<file path="src/rtl/core_pc_sequencer.sv">
// rtl/core_pc_sequencer.sv - next-PC command sequencer with stall, flush and halt control
// Drives the PC's offset/is_branch/is_absolute inputs; holds no PC register itself.
module core_pc_sequencer #(
  parameter int                        MEM_ADDR_WIDTH = 10,
  parameter logic [MEM_ADDR_WIDTH-1:0] TRAP_VECTOR    = '0,
  parameter int                        FLUSH_CYCLES   = 1,
  parameter int                        MC_TIMEOUT     = 64
) (
  input  logic                      clk,
  input  logic                      rst_n,
  input  logic [MEM_ADDR_WIDTH-1:0] pc_i,
  input  logic [MEM_ADDR_WIDTH-1:0] target_i,
  input  logic                      branch_req_i,
  input  logic                      jump_req_i,
  input  logic                      trap_req_i,
  input  logic                      halt_i,
  input  logic                      resume_i,
  input  logic                      mc_start_i,
  input  logic                      mc_done_i,
  output logic [MEM_ADDR_WIDTH-1:0] offset_o,
  output logic                      is_branch_o,
  output logic                      is_absolute_o,
  output logic                      instr_valid_o,
  output logic                      stall_o,
  output logic                      halted_o,
  output logic                      timeout_o
);

  localparam int FW = (FLUSH_CYCLES > 1) ? $clog2(FLUSH_CYCLES) : 1;
  localparam int WW = (MC_TIMEOUT > 1) ? $clog2(MC_TIMEOUT) : 1;
  localparam logic [FW-1:0]             FLUSH_LOAD = FW'(FLUSH_CYCLES - 1);
  localparam logic [WW-1:0]             WD_LAST    = WW'(MC_TIMEOUT - 1);
  localparam logic [MEM_ADDR_WIDTH-1:0] SEQ_STEP   = MEM_ADDR_WIDTH'(4);

  typedef enum logic [1:0] {S_RUN, S_MC_WAIT, S_FLUSH, S_HALT} state_t;

  state_t        r_state;
  state_t        w_next;
  logic [FW-1:0] r_flush_cnt;
  logic [WW-1:0] r_wd_cnt;
  logic          r_halted;
  logic          w_wd_expired;

  assign w_wd_expired = (MC_TIMEOUT > 0) && (r_wd_cnt == WD_LAST);
  assign halted_o     = r_halted;

  // Default command is HOLD: an absolute reload of the current PC.
  always_comb begin
    w_next        = r_state;
    offset_o      = pc_i;
    is_branch_o   = 1'b1;
    is_absolute_o = 1'b1;
    instr_valid_o = 1'b0;
    stall_o       = 1'b1;
    timeout_o     = 1'b0;
    case (r_state)
      S_RUN: begin
        instr_valid_o = 1'b1;
        stall_o       = 1'b0;
        if (trap_req_i) begin
          offset_o = TRAP_VECTOR;
          w_next   = S_FLUSH;
        end else if (jump_req_i) begin
          offset_o = target_i;
          w_next   = S_FLUSH;
        end else if (branch_req_i) begin
          offset_o      = target_i;
          is_absolute_o = 1'b0;
          w_next        = S_FLUSH;
        end else if (halt_i) begin
          w_next = S_HALT;
        end else if (mc_start_i && !mc_done_i) begin
          w_next = S_MC_WAIT;
        end else begin
          offset_o      = SEQ_STEP;
          is_branch_o   = 1'b0;
          is_absolute_o = 1'b0;
        end
      end
      S_MC_WAIT: begin
        // A completion arriving on the timeout cycle takes precedence over the trap.
        if (mc_done_i) begin
          offset_o      = SEQ_STEP;
          is_branch_o   = 1'b0;
          is_absolute_o = 1'b0;
          w_next        = S_RUN;
        end else if (w_wd_expired) begin
          offset_o  = TRAP_VECTOR;
          timeout_o = 1'b1;
          w_next    = S_FLUSH;
        end
      end
      S_FLUSH: begin
        if (r_flush_cnt == '0) w_next = S_RUN;
      end
      S_HALT: begin
        if (resume_i) begin
          offset_o      = SEQ_STEP;
          is_branch_o   = 1'b0;
          is_absolute_o = 1'b0;
          w_next        = S_FLUSH;
        end
      end
      default: w_next = S_FLUSH;
    endcase
  end

  always_ff @(posedge clk) begin
    if (!rst_n) begin
      r_state     <= S_FLUSH;
      r_flush_cnt <= FLUSH_LOAD;
      r_wd_cnt    <= '0;
      r_halted    <= 1'b0;
    end else begin
      r_state  <= w_next;
      r_halted <= (w_next == S_HALT);
      if (w_next == S_FLUSH && r_state != S_FLUSH) r_flush_cnt <= FLUSH_LOAD;
      else if (r_state == S_FLUSH && r_flush_cnt != '0) r_flush_cnt <= r_flush_cnt - FW'(1);
      if (r_state == S_RUN) r_wd_cnt <= '0;
      else if (r_state == S_MC_WAIT) r_wd_cnt <= r_wd_cnt + WW'(1);
    end
  end

endmodule

</file>
<file path="config.mk">
export PLATFORM = sky130hd
export DESIGN_NAME = core_pc_sequencer
export DESIGN_NICKNAME = d
export VERILOG_FILES = /design/src/rtl/core_pc_sequencer.sv
export SDC_FILE = /design/constraint.sdc
export NUM_CORES = 1
export LEC_CHECK = 0
export BUFFER_PORTS_ARGS = -buffer_cell sky130_fd_sc_hd__buf_2
export CAP_MARGIN = 20
export CORE_MARGIN = 4
export CORE_UTILIZATION = 43
export DETAILED_ROUTE_END_ITERATION = 6
export PLACE_DENSITY_LB_ADDON = 0.15
export SYNTH_ARGS = -nofsm -noshare
export SYNTH_HDL_FRONTEND = slang
export SYNTH_SLANG_ARGS = --single-unit
</file>
<file path="constraint.sdc">
create_clock -name clk -period 4.9 [get_ports clk]
set_input_delay 1.47 -clock clk [delete_from_list [all_inputs] [get_ports clk]]
set_output_delay 1.47 -clock clk [all_outputs]
set_load 0.02 [all_outputs]
</file>
Yosys cells after proc, flatten, opt, wreduce, memory -nomap -nowiden
Cells that the tools add are included.
{"block": "classes", "add_sub_neg": 2, "mul": 0, "n_div": 0, "n_lt_le_gt_ge": 0, "n_eq_ne": 7, "n_shift": 0, "mux": 36, "n_bitwise": 1, "n_reduce_logical": 7}
{"operator": "two-way mux 10 bit", "n": 8}
{"operator": "case mux 10 bit (3 select lines)", "n": 1}
{"operator": "two-way mux 2 bit", "n": 9}
{"operator": "two-way mux 1 bit", "n": 15}
{"operator": "equality test 2 bit, second input constant", "n": 4}
{"operator": "case mux 2 bit (4 select lines)", "n": 1}
{"operator": "adder 6 x 1 -> 6 bit, second input constant", "n": 1}
{"operator": "equality test 6 bit, second input constant", "n": 1}
{"operator": "case mux 1 bit (3 select lines)", "n": 2}
{"operator": "OR reduction 2 bit", "n": 2}
{"operator": "logical AND 1 bit", "n": 3}
{"operator": "equality test 2 x 1 -> 1 bit, second input constant", "n": 1}
{"operator": "zero test 2 bit", "n": 1}
{"operator": "!= test 2 bit, second input constant", "n": 1}
{"operator": "zero test 1 bit", "n": 1}
{"operator": "NOT 1 bit", "n": 1}
{"operator": "subtractor 1 bit, second input constant", "n": 1}
{"block": "word_totals", "register_bits": 10, "latchBits": 0, "mem_bits_rw": 0, "romBits": 0, "output_inout_bits": 16, "n_memories": 0}

Longest topological paths before layout
Gate-level depths: netlist of the first run.
{"block": "depth", "depth_word": 11, "mapped_depth": 6, "depth_no_buf": 5}

Worst setup path before layout of the first run
No wires, ideal clock.
{"block": "synth_timing", "path_kind": "input-to-output", "startpoint": "input trap_req_i", "endpoint": "output is_branch_o", "t_arrival_ns": 2.574, "slack_ns": 0.856, "path_stages": 4, "cell_sequence": "or3_1 -> buf_2 -> or4_4 -> o21a_1"}
{"block": "synth_between", "elab_chain_len": 2}
{"element": "from (decl)", "line_no": "15", "text": "input logic trap_req_i,"}
{"element": "two-way mux 1 bit", "line_no": "60", "text": "if (trap_req_i) begin"}
{"element": "case mux 1 bit (3 select lines)", "line_no": "56", "text": "case (r_state)"}
{"element": "to (decl)", "line_no": "21", "text": "output logic is_branch_o,"}
No other way between the ends.

Worst setup path in the final report of the first run
{"block": "layout_timing", "startpoint": "input trap_req_i", "endpoint": "output offset_o[6]"}
{"block": "layout_between", "elab_chain_len": 2}
{"element": "two-way mux 10 bit", "line_no": "60"}
{"element": "case mux 10 bit (3 select lines)", "line_no": "56"}
{"element": "to (decl)", "line_no": "20", "text": "output logic [MEM_ADDR_WIDTH-1:0] offset_o,"}
No other way between the ends.

==> results of run 1 <==
## cell type report
| type | instances | area share |
|---|---|---|
| multi-input combinational | 64 | 0.4729 |
| timing repair buffer | 44 | 0.2385 |
| sequential | 10 | 0.2168 |
| clock buffer | 4 | 0.03930 |
| tap | 15 | 0.02033 |
| inverter | 3 | 0.01220 |
## power by group
group	internal, mW	switching, mW
logic	0.0271	0.0337
clock network	0.0452	0.0316
registers	0.0828	0.00262
total	0.155	0.0679
## cell usage after synthesis, drive strengths merged
library cell / count
nand2b: 3
nor3: 2
xnor2: 1
or2: 2
nor3b: 1
a21o: 1
and3: 1
nor2b: 3
o21ai: 3
dfxtp: 10
or4: 1
inv: 3
and2: 1
nand2: 6
o21bai: 1
a21oi: 2
mux2i: 1
buf: 2
o31a: 1
xor2: 4
a22o: 10
nor2: 9
a31oi: 1
o2111a: 1
ha: 1
nand4: 3
o211ai: 1
o21a: 1
or3: 1
o311ai: 1
o221ai: 1
## worst max-delay path, stage by stage
cell    delay, ns
buf_2        0.09
or3_1        0.40
nor2_1       0.46
a22o_1       0.22
buf_2        0.16
## kinds of logic (layout without fill, tap and decap cells)
logic type	Yosys count	after routing	synth area share
compound gates	24	24	0.2976
xor+xnor	5	5	0.06591
fa+ha+maj	1	1	0.01883
buf+inv	5	51	0.04142
flops	10	10	0.3013
mux	1	1	0.01507
simple gates	33	33	0.2599
## sequential cells by signal, indices dropped and copies added, names as in the netlist
signal	count
r_state	2
halted_o	1
r_wd_cnt	6
r_flush_cnt	1
## placed cells by master (no fill, tap or decap), drive strengths merged
master and count:
or2 2, nor2b 3, and3 1, nand4 3
and2 1, o21a 1, o221ai 1, a31oi 1
a22o 10, o211ai 1, buf 44, o31a 1
or4 1, o2111a 1, nor3 2, o21ai 3
mux2i 1, inv 3, nand2 6, nand2b 3
or3 1, nor3b 1, a21oi 2, ha 1
clkbuf 4, a21o 1, dfxtp 10, o21bai 1
xnor2 1, nor2 9, o311ai 1, xor2 4
## path summary, 6_finish.rpt
| check | start | to | slack [ns] | cells after the start |
|---|---|---|---|---|
| worst max-delay path | trap_req_i | offset_o[6] | 0.63 | 5 |
| worst min-delay path | r_wd_cnt[1] | r_wd_cnt[1] | 0.49 | 2 |
| worst max register to register | r_wd_cnt[0] | r_flush_cnt | 3.19 | 5 |
| worst min register to register | r_wd_cnt[1] | r_wd_cnt[1] | 0.49 | 2 |
## metal layers
layer,part of all wire,up-vias,GRT usage
met3,0.11,4,0.06513
met1,0.41,352,0.1896
met4,0.0056,0,0.03315
met5,0,-,0
met2,0.47,28,0.2540
li1,-,387,-
==> flow_metrics.tcl, run 1 <==
set metrics [dict create \
    synth.top_cell.area_share 0.3013 \
    status "finished, final reports clean" \
    core_area_um2 1383 \
    first_pass_iters 4 \
    cts.sinks 10 \
    setup_viol 0 \
    drive_gt1_frac 0.4240 \
    fmax_ghz 0.2341 \
    fin_ws_ns 0.6282 \
    final_util 0.6679 \
    detail-route-antenna-nets 0 \
    via_count 771 \
    synth_seq_cells 10 \
    min_period_ns 4.272 \
    cts_resized 0 \
    grt_pass1_wl_um 2539 \
    globalRoute.totalOverflow 0 \
    area_delta_synth_final_pct 38.98 \
    power_density_nw_per_um2 241.6 \
    crit_type "in2out" \
    cp_data_required_time_ns 3.43 \
    clk_pin_slew_ns 0.07 \
    maxCapViolations 0 \
    pre_cts_slack_ns 0.6319 \
    synth_cells 79 \
    post-route-drc-count 0 \
    wirelength_um 1782 \
    postCtsSetupRepairBufs 0 \
    multi_input_area_um2 436.7 \
    synth_cell_types 32 \
    leakage_nw 0.4617 \
    htree_levels 1 \
    syn_area_per_cell_um2 8.410 \
    yosysTopAreaCell "dfxtp_1" \
    fin_nets 156 \
    grt_antenna_before_repair 0 \
    relSlewSlack 0.6490 \
    die_x_um 47.31 \
    place_area_um2 887.1 \
    whs_ns 0.4893 \
    crit_path_end_kind "primary output" \
    ioPinCount 45 \
    start_util 0.4805 \
    portBuffers 44 \
    vias_per_cell 5.507 \
    fillers 128 \
    synthTopCellsByArea "dfxtp_1 30%, a22o_1 13%, xor2_1 5.3%, nor2_1 5.1%, nand2_1 3.4%" \
    dieArea_um2 2238 \
    p_total_uw 223.1 \
    place_congestion 0.7924 \
    hold_buffers 0 \
    cts_tree "built" \
    skew_ns 0.0008613 \
    ir_drop_mv 0.1606 \
    grt_max_degree 10 \
    ff_latch_area_um2 200.2 \
    min_path_type "reg2reg" \
    die_y_um 47.31 \
    fin_crit_sh 0.8718 \
    dp_cells 136 \
    clk_path_buf_depth 2 \
    ys_seq_area_frac 0.3013 \
    dp_hpwl_um 1430 \
    instances_no_fill 140 \
    cts-root-buf "clkbuf_4" \
    tightest_slew_ns 0.5246 \
    worstPathMaxFanout 9 \
    drt_iter0_markers 11 \
    ys_warn_count 0 \
    clkLatencyLatePin_ns 0.27 \
    tns_ns 0 \
    drv_slew 0 \
    syn_area_um2 664.4 \
    diodes 0 \
    grt_pass1_vias 625 \
    row_count 13 \
    cp.arrival_ns 2.80 \
    startpoint_type "input pin" \
    grt_usage 0.1555 \
    wl_per_cell_um 12.73 \
    numCtsBuffers 3 \
    syn_nets 109 \
    finalHoldViolations 0 \
    stdcell_area_um2 923.4 \
    rsz0062_at_grt "false" \
]
No activity file was read; power rests on OpenSTA's default activity.
==> run 2: changes to the inputs <==
--- a/config.mk
+++ b/config.mk
@@ -8,7 +8,7 @@
 export BUFFER_PORTS_ARGS = -buffer_cell sky130_fd_sc_hd__buf_2
 export CAP_MARGIN = 20
 export CORE_MARGIN = 4
-export CORE_UTILIZATION = 43
+export CORE_UTILIZATION = 36
 export DETAILED_ROUTE_END_ITERATION = 6
 export PLACE_DENSITY_LB_ADDON = 0.15
 export SYNTH_ARGS = -nofsm -noshare
==> constraint.sdc (replaced) <==
create_clock -name clk -period 3.44 [get_ports clk]
set_input_delay 1.032 -clock clk [delete_from_list [all_inputs] [get_ports clk]]
set_output_delay 1.032 -clock clk [all_outputs]
set_load 0.02 [all_outputs]
==> flow_metrics.tcl, run 2 (synthesized netlist as in run 1, its figures left out) <==
set metrics [dict create \
    status "finished, final reports clean" \
    wirelength_um 1954 \
    instances_no_fill 152 \
    core_area_um2 1745 \
    hold_buffers 0 \
    diodes 0 \
    wl_met3_um 191 \
    p_comb_frac 0.288 \
    startpoint_type "input pin" \
    tightest_slew_ns 0.4038 \
    wl_met2_um 884 \
    worstPathMaxFanout 6 \
    crit_path_end_kind "primary output" \
    start_util 0.3806 \
    portBuffers 44 \
    clk_path_buf_depth 2 \
    relSlewSlack 0.7265 \
    drt_iter0_markers 4 \
    clk_pin_slew_ns 0.06 \
    grt_pass1_vias 666 \
    cp_data_required_time_ns 2.41 \
    cp.arrival_ns 2.34 \
    rsz0062_at_grt "false" \
    wl_per_cell_um 12.86 \
    drive_gt1_frac 0.4331 \
    dieArea_um2 2597 \
    grt_max_degree 10 \
    wl_met1_um 840 \
    top_regs "r_wd_cnt: 6 flops, r_state: 2 flops" \
    dp_hpwl_um 1578 \
    skew_ns 0.001888 \
    power_density_nw_per_um2 332.2 \
    min_path_cells 2 \
    grt_pass1_wl_um 2960 \
    row_count 15 \
    reg2regPathDepth 5 \
    startpoint "trap_req_i" \
    worstReg2RegEnd "r_flush_cnt" \
    globalRoute.totalOverflow 0 \
    cts_tree "built" \
    area_delta_synth_final_pct 43.13 \
    fin_nets 158 \
    detail-route-antenna-nets 0 \
    p_switching_uw 92.93 \
    largest_register_ffs 6 \
    pre_cts_slack_ns 0.1095 \
    numCtsBuffers 3 \
    p_total_uw 315.9 \
    clockPowerShare 0.327 \
    whs_ns 0.4864 \
    final_cell_mix "44 x buf_2, 10 x a22o_1, 10 x dfxtp_1, 9 x nor2_1, 6 x nand2_1" \
    top_layer_used "met4" \
    regMostFlops "r_wd_cnt" \
    dp_cells 147 \
    vias_per_cell 5.046 \
    fin_crit_sh 0.9793 \
    place_congestion 0.7975 \
    tns_ns 0 \
    setup_viol 0 \
    p_int_uw 223.0 \
    fillers 172 \
    stdcell_area_um2 950.9 \
    place_area_um2 907.1 \
    ff_latch_area_um2 200.2 \
    drv_slew 0 \
    setup.worst_path.end "is_branch_o" \
    grt_usage 0.1498 \
    finalHoldViolations 0 \
    first_pass_iters 4 \
    post-route-drc-count 0 \
    leakage_nw 0.4716 \
    via_count 767 \
    switching_share 0.2942 \
    cts.sinks 10 \
    fin_ws_ns 0.07119 \
    htree_levels 1 \
    crit_type "in2out" \
    die_y_um 50.96 \
    pwr-share-seq 0.385 \
    ioPinCount 45 \
    cts-root-buf "clkbuf_4" \
    fmax_ghz 0.2968 \
    final_common_cell "buf_2" \
    reg2reg_from "r_wd_cnt[0]" \
    grt_antenna_before_repair 0 \
    min_path_type "reg2reg" \
    clkLatencyLatePin_ns 0.26 \
    multi_input_area_um2 436.7 \
    ir_drop_mv 0.2055 \
    final_util 0.5448 \
    cts_resized 0 \
    min_period_ns 3.369 \
    die_x_um 50.96 \
    maxCapViolations 0 \
    r2r_slack_ns 1.68 \
]
run 2: cell types whose count changed in the layout (fill, tap and decap cells not counted), sizes merged:
cell | before | now
buf | 44 | 46
run 2: critical path, cell delays in order:
cell	delay, ns
buf_2	0.09
or3_1	0.40
or4_4	0.47
o21a_1	0.19
buf_2	0.15
run 2: what timing repair did:
action | CTS | global route
endpoints found under the hold margin | 0 | 0
setup endpoints to repair | 0 | 4
setup buffers | 0 | 1
run 2: metal layers:
layer | vias up | GRT usage
met1 | 340 | 0.1849
li1 | 391 | -
met2 | 32 | 0.2189
met4 | 0 | 0.1031
met3 | 4 | 0.04665
met5 | - | 0
run 2: power groups by stage:
stage	logic (mW)	registers (mW)	clock network, mW
3_3_place_gp	0.0886	0.124	0
5_1_grt	0.0983	0.122	0.116
6_report	0.0911	0.122	0.103
3_5_place_dp	0.0892	0.124	0
2_1_floorplan	0.0559	0.122	0
4_1_cts	0.0894	0.121	0.107
run 2: how the worst min path moves through the flow:
stage / to / start / slack (ns)
6_report: r_wd_cnt[1] / r_wd_cnt[1] / 0.49
3_5_place_dp: r_wd_cnt[1] / r_wd_cnt[1] / 0.47
4_1_cts: r_wd_cnt[1] / r_wd_cnt[1] / 0.48
2_1_floorplan: r_wd_cnt[1] / r_wd_cnt[1] / 0.45
3_3_place_gp: r_wd_cnt[1] / r_wd_cnt[1] / 0.46
5_1_grt: r_flush_cnt / r_flush_cnt / 0.52
run 2: cell type report:
class / count / share of cell area
multi-input combinational: 64 / 0.4592
timing repair buffer: 46 / 0.2474
sequential: 10 / 0.2105
clock buffer: 4 / 0.03816
tap: 25 / 0.03289
inverter: 3 / 0.01184
